**src/rtl/cla_pkg.sv**
```systemverilog
// cla_pkg: shared definitions for the final carry-lookahead adder of the
// Wallace multiplier (k/p/g encoder, prefix network, sum stage).
//   CH_K/CH_P/CH_G : ASCII carry-status characters kill/propagate/generate
//   N_DEF          : default operand width
//   status_t       : one per-bit status byte
package cla_pkg;

   localparam logic [7:0] CH_K  = 8'h6B;  // "k"
   localparam logic [7:0] CH_P  = 8'h70;  // "p"
   localparam logic [7:0] CH_G  = 8'h67;  // "g"
   localparam int         N_DEF = 64;

   typedef logic [7:0] status_t;

   // True when a status byte is one of the three legal characters.
   function automatic logic status_legal(input status_t s);
      return (s == CH_K) || (s == CH_P) || (s == CH_G);
   endfunction

endpackage

```
**src/rtl/cla_carry_decode.sv**
```systemverilog
// cla_carry_decode: per-bit combinational decode of a resolved prefix status.
//   status_i  : status byte for the carry out of this bit position
//   cin_i     : adder carry-in (value of a chain that propagates to bit 0)
//   carry_o   : decoded carry (0 for an illegal byte)
//   illegal_o : status byte is not k/p/g
module cla_carry_decode
   import cla_pkg::*;
(
   input  status_t status_i,
   input  logic    cin_i,
   output logic    carry_o,
   output logic    illegal_o
);

   always_comb begin
      carry_o   = 1'b0;
      illegal_o = !status_legal(status_i);
      case (status_i)
         CH_G:    carry_o = 1'b1;
         CH_P:    carry_o = cin_i;
         default: carry_o = 1'b0;  // "k" and any illegal byte
      endcase
   end

endmodule

```
**src/rtl/cla_sum_stage.sv**
```systemverilog
// cla_sum_stage: two-stage valid/ready pipeline forming A + B + cin from the
// operand rows and the per-bit carry status resolved by the prefix network.
//   clk, rst_n           : clock, synchronous active-low reset
//   in_valid/in_ready    : input handshake
//   in_a, in_b, in_cin   : operand rows and carry-in
//   in_status            : per-bit status byte ("k"/"p"/"g")
//   out_valid/out_ready  : output handshake
//   out_sum, out_cout    : low N bits of the sum and carry out of bit N-1
//   out_err              : word carried at least one illegal status byte
//   err_cnt              : saturating count of erroneous words entering S2
module cla_sum_stage
   import cla_pkg::*;
#(
   parameter int N     = N_DEF,
   parameter int CNT_W = 16
) (
   input  logic                 clk,
   input  logic                 rst_n,
   input  logic                 in_valid,
   output logic                 in_ready,
   input  logic [N-1:0]         in_a,
   input  logic [N-1:0]         in_b,
   input  logic                 in_cin,
   input  status_t [N-1:0]      in_status,
   output logic                 out_valid,
   input  logic                 out_ready,
   output logic [N-1:0]         out_sum,
   output logic                 out_cout,
   output logic                 out_err,
   output logic [CNT_W-1:0]     err_cnt
);

   // ---------------------------------------------------------------------
   // Carry decode: status[i] describes the carry out of bit i, so it feeds
   // the carry into bit i+1; bit 0 takes the carry-in directly.
   // ---------------------------------------------------------------------
   logic [N-1:0] dec_carry;
   logic [N-1:0] dec_ill;

   genvar gi;
   generate
      for (gi = 0; gi < N; gi++) begin : g_dec
         cla_carry_decode u_dec (
            .status_i  (in_status[gi]),
            .cin_i     (in_cin),
            .carry_o   (dec_carry[gi]),
            .illegal_o (dec_ill[gi])
         );
      end
   endgenerate

   logic [N-1:0] carry_vec;
   assign carry_vec = {dec_carry[N-2:0], in_cin};

   // ---------------------------------------------------------------------
   // Pipeline state
   // ---------------------------------------------------------------------
   logic             s1_vld_q,   s1_vld_d;
   logic [N-1:0]     s1_axb_q,   s1_axb_d;
   logic [N-1:0]     s1_carry_q, s1_carry_d;
   logic             s1_cout_q,  s1_cout_d;
   logic             s1_err_q,   s1_err_d;

   logic             out_vld_q,  out_vld_d;
   logic [N-1:0]     sum_q,      sum_d;
   logic             cout_q,     cout_d;
   logic             err_q,      err_d;
   logic [CNT_W-1:0] cnt_q,      cnt_d;

   // A stage may load when it is empty or its content leaves this cycle.
   logic adv1, adv2;
   assign adv2     = !out_vld_q || out_ready;
   assign adv1     = !s1_vld_q || adv2;
   assign in_ready = adv1;

   always_comb begin
      s1_vld_d   = s1_vld_q;
      s1_axb_d   = s1_axb_q;
      s1_carry_d = s1_carry_q;
      s1_cout_d  = s1_cout_q;
      s1_err_d   = s1_err_q;
      out_vld_d  = out_vld_q;
      sum_d      = sum_q;
      cout_d     = cout_q;
      err_d      = err_q;
      cnt_d      = cnt_q;

      if (adv1) begin
         s1_vld_d = in_valid;
         if (in_valid) begin
            s1_axb_d   = in_a ^ in_b;
            s1_carry_d = carry_vec;
            s1_cout_d  = dec_carry[N-1];
            s1_err_d   = |dec_ill;
         end
      end

      if (adv2) begin
         out_vld_d = s1_vld_q;
         if (s1_vld_q) begin
            sum_d  = s1_axb_q ^ s1_carry_q;
            cout_d = s1_cout_q;
            err_d  = s1_err_q;
            // Count on the S1->S2 move, holding at all-ones.
            if (s1_err_q && (cnt_q != {CNT_W{1'b1}}))
               cnt_d = cnt_q + 1'b1;
         end
      end
   end

   always_ff @(posedge clk) begin
      if (!rst_n) begin
         s1_vld_q   <= 1'b0;
         s1_axb_q   <= '0;
         s1_carry_q <= '0;
         s1_cout_q  <= 1'b0;
         s1_err_q   <= 1'b0;
         out_vld_q  <= 1'b0;
         sum_q      <= '0;
         cout_q     <= 1'b0;
         err_q      <= 1'b0;
         cnt_q      <= '0;
      end else begin
         s1_vld_q   <= s1_vld_d;
         s1_axb_q   <= s1_axb_d;
         s1_carry_q <= s1_carry_d;
         s1_cout_q  <= s1_cout_d;
         s1_err_q   <= s1_err_d;
         out_vld_q  <= out_vld_d;
         sum_q      <= sum_d;
         cout_q     <= cout_d;
         err_q      <= err_d;
         cnt_q      <= cnt_d;
      end
   end

   assign out_valid = out_vld_q;
   assign out_sum   = sum_q;
   assign out_cout  = cout_q;
   assign out_err   = err_q;
   assign err_cnt   = cnt_q;

endmodule
```
**config.mk**
```make
export PLATFORM = sky130hd
export DESIGN_NAME = cla_sum_stage
export DESIGN_NICKNAME = d
export VERILOG_FILES = /design/src/rtl/cla_pkg.sv /design/src/rtl/cla_carry_decode.sv /design/src/rtl/cla_sum_stage.sv
export SDC_FILE = /design/constraint.sdc
export NUM_CORES = 1
export LEC_CHECK = 0
export CAP_MARGIN = 20
export CORE_AREA = 5 5 282 284
export DETAILED_ROUTE_END_ITERATION = 6
export DIE_AREA = 0 0 287 289
export SYNTH_ARGS = -nofsm -noshare
export SYNTH_HDL_FRONTEND = slang
export SYNTH_SLANG_ARGS = --single-unit
```
**constraint.sdc**
```tcl
create_clock -name clk -period 2.7 [get_ports clk]
set_input_delay 0.675 -clock clk [delete_from_list [all_inputs] [get_ports clk]]
set_output_delay 0.675 -clock clk [all_outputs]
set_load 0.005 [all_outputs]
```
==> flow_metrics.tcl <==
set metrics [dict create \
    synth-compound-area-share_pct 22.2 \
    syn_to_final_growth_pct 90.3 \
    portBuffers 728 \
    synth_edf_count 0 \
    dpl.hpwl_mm 65.3 \
    outcome "complete, no violations" \
    skew_ps 9.61 \
    via_count 14900 \
    synth_xor_area_share_pct 13.7 \
    synth_top_area_share_pct 33.2 \
    routedWlPerCell_um 21.8 \
    fin_crit_ps 2630 \
    die_y_um 289 \
    cts_inserted_buffers 29 \
    max_stage_delay_ps 520 \
    power.switching_uw 2600 \
    critical_path.startpoint_type "input port" \
    synth_mux_area_share_pct 0.155 \
    track_usage_pct 16.9 \
    hp-class "flip-flop to flip-flop" \
    start_util_pct 16.8 \
    gp_congestion 0.838 \
    synth_most_common_cell "dfxtp_1" \
    io-pin-count 729 \
    ir_drop_mv 0.402 \
    htreeDepth 1 \
    p_leak_uw 0.00998 \
    clk_latency_ps 560 \
    async_flop_share_pct 0 \
    power.internal_uw 7490 \
    synth_top_family_by_area "simple AND/OR/NAND/NOR gates" \
    setup_viol 0 \
    avgSynthCellArea_um2 8.96 \
    cp.required_ps 3150 \
    setup.worst_path.end_class "flip-flop" \
    synth_top_area_cell "dfxtp_1" \
    ys_ff_latch 214 \
    max_cap_violations 0 \
    drtPass1Iterations 5 \
    drtIter0Drc 562 \
    p_seq_share_pct 33.8 \
    grt_start_max_net_pins 75 \
    synth_warnings 0 \
    period_share_pct 97.4 \
    dieArea_um2 82900 \
    cts_tree "done" \
    crit_type "input port to flip-flop" \
    cts.clk_slew.worst_paths_ps 60 \
    synth_common_cells "dfxtp_1 (214), nand2_1 (200), xnor2_1 (194)" \
    synth-main-ff-cell "dfxtp_1" \
    root_buffer "clkbuf_16" \
    worst_slew_pin_slew_ps 900 \
    layout-drive-gt1-share_pct 14.6 \
    clkPwrFrac_pct 40.8 \
    setup_tns_ps 0 \
    cts_num_sinks 214 \
    nets 3047 \
    pwr-share-comb_pct 25.4 \
    overflow 0 \
    worstPathArrival_ps 3080 \
    finalHoldViolCount 0 \
    worstPathCellList "clkdlybuf4s50_1 > or4b_4 > o32ai_2 > buf_4 > nand4_1 > nor4_2 > buf_4 > nand4_1 > o221a_1" \
    path_max_fanout 2 \
    relSlewSlack_pct 39.8 \
    synth_adder_area_share_pct 0.0969 \
    grt_pass1_vias 15100 \
    die_width_um 287 \
    slowest_stage "or4b_4" \
    syn-cell-area_um2 12900 \
    clock.fmax_ghz 0.380 \
    grt_pass1_wl_mm 103 \
    synth-seq-area-share_pct 33.2 \
    drc 0 \
    ant_nets 0 \
    switching_share_pct 25.8 \
    cellPowerDensity_nw_per_um2 410 \
    worst_hold_slack_ps 482 \
    antenna_found_initial 23 \
    yosys-top-cells-area "dfxtp_1 (33%), xnor2_1 (13%), o211a_1 (9.9%), o32ai_1 (7.9%), nand2_1 (5.8%)" \
    finalWirelength_mm 75.7 \
    core-area_um2 76800 \
    via_per_inst 4.29 \
    synth.net_count 2088 \
    rows 102 \
    slew_viol_final 0 \
    syn_inst 1442 \
    clk_path_buf_depth 3 \
    ys_types 53 \
    synth-simple-area-share_pct 26.6 \
]
## routing by layer
metal,track usage [%],part of all wire (%),up-vias
met5,0,0.11,-
met4,3.70,2.1,12
met3,4.08,7.3,89
met2,31.0,50,537
met1,20.1,41,6902
li1,-,-,7359
## power groups by stage
stage / Combinational, uW / Sequential, uW / Clock (uW)
6_report: 2560 / 3410 / 4120
5_1_grt: 2750 / 3430 / 4390
4_1_cts: 2600 / 3410 / 4250
3_5_place_dp: 2580 / 3480 / 0
3_3_place_gp: 2560 / 3470 / 0
2_1_floorplan: 755 / 3470 / 0
## critical path: cells and delay by family
kind | cells | cell delay, ps
AO/OA/AOI/OAI | 2 | 330
buffers and inverters | 3 | 780
AND/OR/NAND/NOR | 4 | 1290
## logic make-up after synthesis
group                      count (synthesis)
AOI/OAI and AO/OA                        334
xor gates and xnor gates                 202
adders and majority gates                  1
buffers and inverters                    136
DFF                                      214
muxes                                      2
and+or+nand+nor                          553
## per-stage QoR
stage	area [um^2]	power [uW]	worst slack, ps	util [%]	std cells
final	24600	10100	70.3	32.0	3470
after global routing	24600	10600	-3.08	32.0	3467
after CTS	24500	10300	18.2	31.8	3462
after detailed placement	23400	6060	-595	30.5	3410
after global placement	23400	6040	-580	30.5	3410
after floorplan	12900	4220	545	-	1442
## what timing repair did
item | CTS | global route
setup buffers | 0 | 0
pin swaps | 0 | 12
hold buffers | 0 | 0
endpoints found under the setup margin | 1 | 1
resized for setup | 1 | 23
## flip-flops by register name, summed over array words and instances, names as in the netlist
signal and cells:
out_cout 1, out_valid 1, s1_axb_q 64, out_sum 64, s1_err_q 1, s1_cout_q 1
out_err 1, s1_carry_q 64, s1_vld_q 1, err_cnt 16
## area by class of cell
| class | instances | area [um^2] |
|---|---|---|
| antenna | 8 | 20.0 |
| clock buffer | 37 | 806 |
| clock inverter | 15 | 211 |
| fill | 8176 | 52300 |
| inverter | 63 | 238 |
| multi-input combinational | 1092 | 8190 |
| sequential | 214 | 4280 |
| tap | 1040 | 1300 |
| timing repair buffer | 1001 | 9520 |
## placed cells by master, fill, tap and decap left out, drive strengths merged, types with 9 or more instances in the layout
cell           Yosys  layout
clkdlybuf4s50      0     714
buf                1     273
dfxtp            214     214
nand2            200     200
xnor2            194     194
o211a            128     128
o32ai            120     120
nor2b             70      70
nand3b            63      63
inv               62      62
a21oi             61      61
or4b              61      61
nor4b             57      57
clkbuf            72      38
nand4             22      22
nor4              20      20
and2              14      14
dlymetal6s2s       0      12
nor2               9       9
nor3               9       9
## path summary, 6_finish.rpt
kind | startpoint | end | slack (ps) | cells after the start
min | out_err | out_err | 480 | 2
max reg2reg | out_valid | s1_err_q | 580 | 8
min reg2reg | out_err | out_err | 480 | 2
max | in_status[378] | s1_err_q | 70 | 9
(Power assumes the default switching activity.)
